<file path="config.mk">
export PLATFORM = sky130hd
export DESIGN_NAME = uart_time_frame_clock
export DESIGN_NICKNAME = d
export VERILOG_FILES = /design/src/rtl/uart_time_frame_clock.sv
export SDC_FILE = /design/constraint.sdc
export NUM_CORES = 1
export LEC_CHECK = 0
export ABC_AREA = 1
export BUFFER_PORTS_ARGS = -buffer_cell sky130_fd_sc_hd__buf_2
export CAP_MARGIN = 25
export CELL_PAD_IN_SITES_DETAIL_PLACEMENT = 1
export CELL_PAD_IN_SITES_GLOBAL_PLACEMENT = 1
export CORE_ASPECT_RATIO = 1.75
export CORE_MARGIN = 1
export CORE_UTILIZATION = 41
export DETAILED_ROUTE_END_ITERATION = 6
export HOLD_SLACK_MARGIN = 0.05
export PLACE_DENSITY = 0.78
export SLEW_MARGIN = 20
export SYNTH_ARGS = -nofsm -noshare
export SYNTH_HDL_FRONTEND = slang
export SYNTH_SLANG_ARGS = --single-unit
</file>
<file path="constraint.sdc">
create_clock -name Clk -period 1.9 [get_ports Clk]
set_input_delay 0.285 -clock Clk [delete_from_list [all_inputs] [get_ports Clk]]
set_output_delay 0.285 -clock Clk [all_outputs]
set_load 0.05 [all_outputs]
</file>
<file path="src/rtl/uart_time_frame_clock.sv">
// uart_time_frame_clock: parses HEADER,H,M,S,TAIL set-time frames and keeps a free-running BCD 24-hour clock
module uart_time_frame_clock #(
  parameter int         CLK_FREQ    = 50_000_000,
  parameter logic [7:0] HEADER      = 8'h55,
  parameter logic [7:0] TAIL        = 8'hF0,
  parameter int         TIMEOUT_CYC = 500_000
) (
  input  logic       Clk,
  input  logic       Reset_n,
  input  logic [7:0] rx_data,
  input  logic       rx_done,
  output logic [7:0] Hour,
  output logic [7:0] Minute,
  output logic [7:0] Seconds,
  output logic       Set_Ok,
  output logic       Frame_Err
);
  localparam int TW = CLK_FREQ > 1 ? $clog2(CLK_FREQ) : 1;
  localparam int OW = TIMEOUT_CYC > 1 ? $clog2(TIMEOUT_CYC) : 1;
  localparam logic [TW-1:0] TICK_LAST = TW'(CLK_FREQ - 1);
  localparam logic [OW-1:0] TO_LAST = OW'(TIMEOUT_CYC - 1);
  typedef enum logic [2:0] {IDLE, GET_H, GET_M, GET_S, GET_TAIL} state_t;
  state_t state, state_n;
  logic [TW-1:0] tick_cnt;
  logic [OW-1:0] to_cnt;
  logic [7:0] h_sh, m_sh, s_sh;
  logic tick, timeout, frame_ok, load, reject;
  function automatic logic bcd_ok(input logic [7:0] v);
    return v[7:4] <= 4'd9 && v[3:0] <= 4'd9;
  endfunction
  function automatic logic [7:0] bcd_inc(input logic [7:0] v);
    return v[3:0] == 4'd9 ? {v[7:4] + 4'd1, 4'd0} : v + 8'd1;
  endfunction
  assign tick = tick_cnt == TICK_LAST;
  assign timeout = state != IDLE && !rx_done && to_cnt == TO_LAST;
  assign frame_ok = rx_data == TAIL && bcd_ok(h_sh) && bcd_ok(m_sh) && bcd_ok(s_sh)
                    && h_sh <= 8'h23 && m_sh <= 8'h59 && s_sh <= 8'h59;
  // frame FSM state register
  always_ff @(posedge Clk or negedge Reset_n)
    if (!Reset_n) state <= IDLE;
    else state <= state_n;
  // next state; a byte arriving on the timeout cycle takes priority over the timeout
  always_comb begin
    state_n = state;
    load = 1'b0;
    reject = 1'b0;
    if (timeout) begin
      state_n = IDLE;
      reject = 1'b1;
    end else if (rx_done)
      case (state)
        IDLE:     state_n = rx_data == HEADER ? GET_H : IDLE;
        GET_H:    state_n = GET_M;
        GET_M:    state_n = GET_S;
        GET_S:    state_n = GET_TAIL;
        GET_TAIL: begin
          state_n = IDLE;
          load = frame_ok;
          reject = !frame_ok;
        end
        default:  state_n = IDLE;
      endcase
  end
  // inter-byte idle counter, only live while a frame is open
  always_ff @(posedge Clk or negedge Reset_n)
    if (!Reset_n) to_cnt <= '0;
    else to_cnt <= state_n == IDLE || rx_done ? '0 : to_cnt + OW'(1);
  // shadow capture of the H/M/S payload bytes
  always_ff @(posedge Clk or negedge Reset_n)
    if (!Reset_n) begin
      h_sh <= 8'h00;
      m_sh <= 8'h00;
      s_sh <= 8'h00;
    end else if (rx_done) begin
      if (state == GET_H) h_sh <= rx_data;
      if (state == GET_M) m_sh <= rx_data;
      if (state == GET_S) s_sh <= rx_data;
    end
  // 1 s prescaler; a load restarts the second so the new time lasts a full period
  always_ff @(posedge Clk or negedge Reset_n)
    if (!Reset_n) tick_cnt <= '0;
    else tick_cnt <= load || tick ? '0 : tick_cnt + TW'(1);
  // time registers: load beats a coincident tick, otherwise BCD carry chain on tick
  always_ff @(posedge Clk or negedge Reset_n)
    if (!Reset_n) begin
      Hour <= 8'h00;
      Minute <= 8'h00;
      Seconds <= 8'h00;
    end else if (load) begin
      Hour <= h_sh;
      Minute <= m_sh;
      Seconds <= s_sh;
    end else if (tick) begin
      Seconds <= Seconds == 8'h59 ? 8'h00 : bcd_inc(Seconds);
      if (Seconds == 8'h59) Minute <= Minute == 8'h59 ? 8'h00 : bcd_inc(Minute);
      if (Seconds == 8'h59 && Minute == 8'h59) Hour <= Hour == 8'h23 ? 8'h00 : bcd_inc(Hour);
    end
  // registered status pulses
  always_ff @(posedge Clk or negedge Reset_n)
    if (!Reset_n) begin
      Set_Ok <= 1'b0;
      Frame_Err <= 1'b0;
    end else begin
      Set_Ok <= load;
      Frame_Err <= reject;
    end
endmodule

</file>
After elaboration in Yosys (flattened, before gate mapping)
Index checks and enable logic that the tools add are counted.
Storage, ports and cells
  output and inout port bits: 26
  bits in registers: 98
  word-level logic and storage cells: 95
Cells by class
  order comparisons: 9
  equality and inequality tests: 14
  mux-type cells: 26
  reduce and logical (&&, ||, !) cells: 27
  add/sub/neg operators: 8
Operators by type and width (count)
  $mux W8: 14
  $add A26 B1 Y26 const B: 1
  $eq A26 B26 Y1 const B: 1
  $mux W26: 1
  $add A8 B1 Y8 const B: 3
  $eq A8 B7 Y1 const B: 3
  $le A4 B4 Y1 const B: 6
  $add A19 B1 Y19 const B: 1
  $eq A19 B19 Y1 const B: 1
  $mux W19: 1
  $le A8 B7 Y1 const B: 2
  $add A4 B1 Y4 const B: 3
  $eq A4 B4 Y1 const B: 3
  $logic_and A1 B1 Y1: 12
  $pmux W3 S4: 1
  $reduce_and A2 Y1: 5
  $eq A8 B6 Y1 const B: 1
  $eq A8 B8 Y1 const B: 1
  $le A8 B6 Y1 const B: 1
  $mux W1: 7
  $eq A3 B2 Y1 const B: 2
  $logic_not A3 Y1: 2
  $mux W3: 2
  $reduce_bool A2 Y1: 3
  other kinds (5): 7

Depth between registers and ports, before layout
  word-level depth: 13
  mapped depth: 13
  depth with buffers taken out: 13

Least setup slack after synthesis
OpenSTA, ideal clock, no wires.
  kind: reg-to-reg
  start point: reg Minute[0]
  end point: reg Hour[5]
  setup time: 0.121 ns
  path buffers: 1
  stages on the path, launching flop included: 10
  required time: 1.779 ns
  data arrival time: 1.910 ns
  path slack: -0.131 ns
  cells stage by stage: dfrtp_1 ha_1 nand2_1 nor2_1 nand4_1 nand2_2 nand2_2 buf_6 nor2_1 nor2_1
On the way
  word-level cells in the longest chain between the ends: 4
RTL lines
  start, declared: line 13  | output logic [7:0] Minute,
  start signal, assigned: line 91  | Minute <= m_sh;
  start signal, assigned: line 95  | if (Seconds == 8'h59) Minute <= Minute == 8'h59 ? 8'h00 : bcd_inc(Minute);
  $eq A8 B7 Y1: line 96  | if (Seconds == 8'h59 && Minute == 8'h59) Hour <= Hour == 8'h23 ? 8'h00 : bcd_inc(Hour);
  $logic_and A1 B1 Y1: line 96
  $reduce_bool A2 Y1 (no line)
  $reduce_and A2 Y1 (no line)
  end signal, assigned: line 90  | Hour <= h_sh;
  end signal, assigned: line 96
  end, declared: line 12  | output logic [7:0] Hour,
No other way between the ends.
A chain may end at the register's enable or synchronous reset.

Worst setup path after layout
  start point: reg Minute[1]
  end point: reg Minute[5]
On the way
  word-level cells in the longest chain between the ends: 6
  elaborated cells on any way between the ends: 8
  those cells by class: add/sub: 1; eq/ne: 2; mux: 5
RTL lines
  $add A8 B1 Y8 / $eq A4 B4 Y1 (equally long branches): line 32  | return v[3:0] == 4'd9 ? {v[7:4] + 4'd1, 4'd0} : v + 8'd1;
  $mux W8: line 32
  $mux W8 * (2 in a row): line 95
  $mux W8 *: line 93  | end else if (tick) begin
  $mux W8 *: line 89  | end else if (load) begin
Mark *: on every way between the ends. The rest lies on a longest branch, timed or not. The select of a mux whose other input is x is not followed.

==> impl_metrics.env <==
export IMPL_drc_errors=0
export IMPL_timing_final_ws_setup_ps=-18.9
export IMPL_grt_pass1_wl_mm=28.9
export IMPL_rsz0062_at_grt="true"
export IMPL_holdWs_ps=169
export IMPL_synthCells=754
export IMPL_crit_path_max_incr_delay_ps=400
export IMPL_crit_path_end_kind="register"
export IMPL_area_growth_pct=24.8
export IMPL_n_antenna_cell=0
export IMPL_fin_area_sq_mm=0.00706
export IMPL_cpMaxStageDelayCell="dfrtp_2"
export IMPL_ff2ff_setup_slack_ps=-20
export IMPL_setup_tns_final_ps=-23.1
export IMPL_nets=880
export IMPL_crit_chain="inv_1 > ha_1 > nand2_1 > nor2_4 > nand4_1 > buf_4 > nand3_1 > nand2_1 > nand2_1 > nand2_2 > nand2_2 > inv_2"
export IMPL_grt_overflow_total=0
export IMPL_mostFrequentLayoutCell="nand2_1"
export IMPL_drtIter0Drc=186
export IMPL_multi_input_area_sq_mm=0.00288
export IMPL_violations="setup timing"
export IMPL_maxCapViolations=0
export IMPL_synthArstFlopShare=1.00
export IMPL_status="complete, but fails checks"
export IMPL_r2r_cells=12
export IMPL_grt_max_degree=99
export IMPL_h_tree_depth=3
export IMPL_worst_path_stages=12
export IMPL_start_util=0.421
export IMPL_ant_nets=0
export IMPL_relSlewSlack=0.608
export IMPL_finalPower_mw=6.30
export IMPL_ys_seq_area_frac=0.433
export IMPL_startpoint_type="register"
export IMPL_startpoint="Minute[1]$_DFFE_PN0P_"
export IMPL_clk_path_buf_depth=2
export IMPL_r2r_start="Minute[1]$_DFFE_PN0P_"
export IMPL_root_buffer="clkbuf_16"
export IMPL_p_per_area_mw_per_mm2=893
export IMPL_gp_congestion=0.908
export IMPL_synth_edff_count=0
export IMPL_setup_viol=2
export IMPL_via_per_inst=5.31
export IMPL_die_area_sq_mm=0.0143
export IMPL_place_area_sq_mm=0.00642
export IMPL_antenna_found_initial=0
export IMPL_synth_avg_cell_area_sq_um=7.51
export IMPL_dp_hpwl_mm=13.7
export IMPL_port_buffers=36
export IMPL_synth_area_sq_mm=0.00566
export IMPL_drive_gt1_frac=0.213
export IMPL_min_path_type="in2reg"
export IMPL_first_pass_iters=4
export IMPL_worstSetupPathType="reg2reg"
export IMPL_mostFrequentLayoutCells="168 x nand2_1, 100 x nor2_1, 96 x inv_1"
export IMPL_worstPathMaxFanout=4
export IMPL_synth_flop_cell="dfrtp_1"
export IMPL_clock_sinks=98
export IMPL_first_global_vias=6044
export IMPL_fillers=1727
export IMPL_numCtsBuffers=9
export IMPL_clock_latency_ps=350
export IMPL_arrival_ps=2170
export IMPL_fmax_ghz=0.521
export IMPL_critical_path_buf_inv_count=3
export IMPL_io_pins=37
export IMPL_drv_slew=0
export IMPL_grt_usage=0.262
export IMPL_drt_wl_total_mm=18.4
export IMPL_cpMostUsedCell="nand2_1"
export IMPL_cp_top_family="simple AND/OR/NAND/NOR gates"
export IMPL_cts_tree="built"
export IMPL_fin_crit_ps=1920
export IMPL_rows=56
export IMPL_post_place_ws_ps=-143
export IMPL_fp_dieH_um=157
export IMPL_routed_via_count=5487
export IMPL_cp_endpoint="Minute[5]$_DFFE_PN0P_"
export IMPL_seqCellArea_sq_mm=0.00246
export IMPL_yosysWarnings=0
export IMPL_worst_slew_pin_slew_ps=582
export IMPL_clk_pin_slew_worst_paths_ps=70
export IMPL_ir_drop_mv=0.523
export IMPL_post_drt_wl_per_cell_um=17.8
export IMPL_cp_data_required_time_ps=2150
export IMPL_whs_path_depth=3
export IMPL_yosysUniqueCellTypes=32
export IMPL_skew_ps=9.55
export IMPL_synth_fp_nets=779
export IMPL_synth_seq_cells=98
export IMPL_fin_crit_sh=1.01
export IMPL_leakagePower_nw=3.47
export IMPL_hold_viol_final=0
export IMPL_core_area_sq_mm=0.0135
export IMPL_die_x_um=90.8
export IMPL_r2r_end="Minute[5]$_DFFE_PN0P_"
[worst min-delay path: cells and delay by family]
kind                   cells  cell delay (ps)
AOI/OAI and AO/OA          1               60
buffers and inverters      1               90
and+or+nand+nor            1               40
[sequential cells by signal (all words and copies together), names as in the netlist]
signal	cells
state	3
Frame_Err	1
h_sh	8
Seconds	8
Minute	8
to_cnt	19
Set_Ok	1
m_sh	8
Hour	8
s_sh	8
tick_cnt	26
[synthesized netlist by cell type (3+ instances only)]
cell type / n / area [sq um]
nand2_1: 177 / 664
nor2_1: 110 / 413
dfrtp_1: 98 / 2450
inv_1: 98 / 368
nand3_1: 54 / 270
o21ai_0: 47 / 235
nand4_1: 23 / 144
xor2_1: 17 / 149
a21oi_1: 16 / 80.1
o21ai_1: 15 / 75.1
ha_1: 14 / 175
nor3_1: 14 / 70.1
xnor2_1: 10 / 87.6
inv_2: 7 / 26.3
nand2_2: 7 / 43.8
o211ai_1: 7 / 52.6
or2_2: 6 / 37.5
buf_6: 5 / 56.3
nor3b_1: 4 / 30.0
buf_4: 3 / 22.5
clkbuf_1: 3 / 11.3
nand3b_1: 3 / 22.5
nor2_4: 3 / 33.8
nor4_1: 3 / 18.8
[stage by stage]
step                std cells  utilization
finish                   1034        0.525
global route             1034        0.525
CTS                      1025        0.507
detailed placement       1005        0.477
global placement         1005        0.477
floorplan                 754            -
[kinds of logic after synthesis]
group / count (synthesis) / share of synthesized area
adder cells (fa/ha/maj): 14 / 0.0310
XOR/XNOR: 27 / 0.0418
flip-flops: 98 / 0.433
AND/OR/NAND/NOR: 410 / 0.323
buffers and inverters: 116 / 0.0856
AO/OA/AOI/OAI: 89 / 0.0851
[area by class of cell]
| class | count | share of cell area |
|---|---|---|
| Sequential cell | 98 | 0.348 |
| Clock buffer | 10 | 0.0338 |
| Timing Repair Buffer | 101 | 0.107 |
| Inverter | 105 | 0.0572 |
| Clock inverter | 6 | 0.0158 |
| Tap cell | 174 | 0.0308 |
| Multi-Input combinational cell | 540 | 0.407 |
[timing repair]
item	CTS	global route
resized for setup	9	45
hold endpoints to repair	98	0
hold buffers	1	0
pin swaps	5	17
setup endpoints to repair	16	62
buffers inserted	3	8
cloned	0	1
[worst min path at each step]
stage,slack (ps),startpoint,end
after global routing,190,rx_done,state[1]$_DFF_PN0_
after detailed placement,390,Reset_n,tick_cnt[17]$_DFF_PN0_
after floorplan,-10,Reset_n,Frame_Err$_DFF_PN0_
final,170,rx_data[4],m_sh[4]$_DFFE_PN0P_
after global placement,390,Reset_n,tick_cnt[12]$_DFF_PN0_
after CTS,170,rx_data[4],m_sh[4]$_DFFE_PN0P_
[report_power, final]
group | switching, mW | internal (mW) | leakage [nW] | total, mW
sequential | 0.282 | 2.41 | 1.25 | 2.70
clock | 0.829 | 1.33 | 0.169 | 2.15
combinational | 0.887 | 0.567 | 2.05 | 1.45
[layer usage]
layer,share of wire,vias to the layer above,routed length [um],global-route usage
met2,0.59,106,10900,0.545
met1,0.33,2704,6020,0.235
met4,0.060,0,1110,0.153
met3,0.020,65,371,0.0300
li1,-,2612,-,-
met5,0,-,0,0
Note: power is estimated with default switching activity, not from simulation.
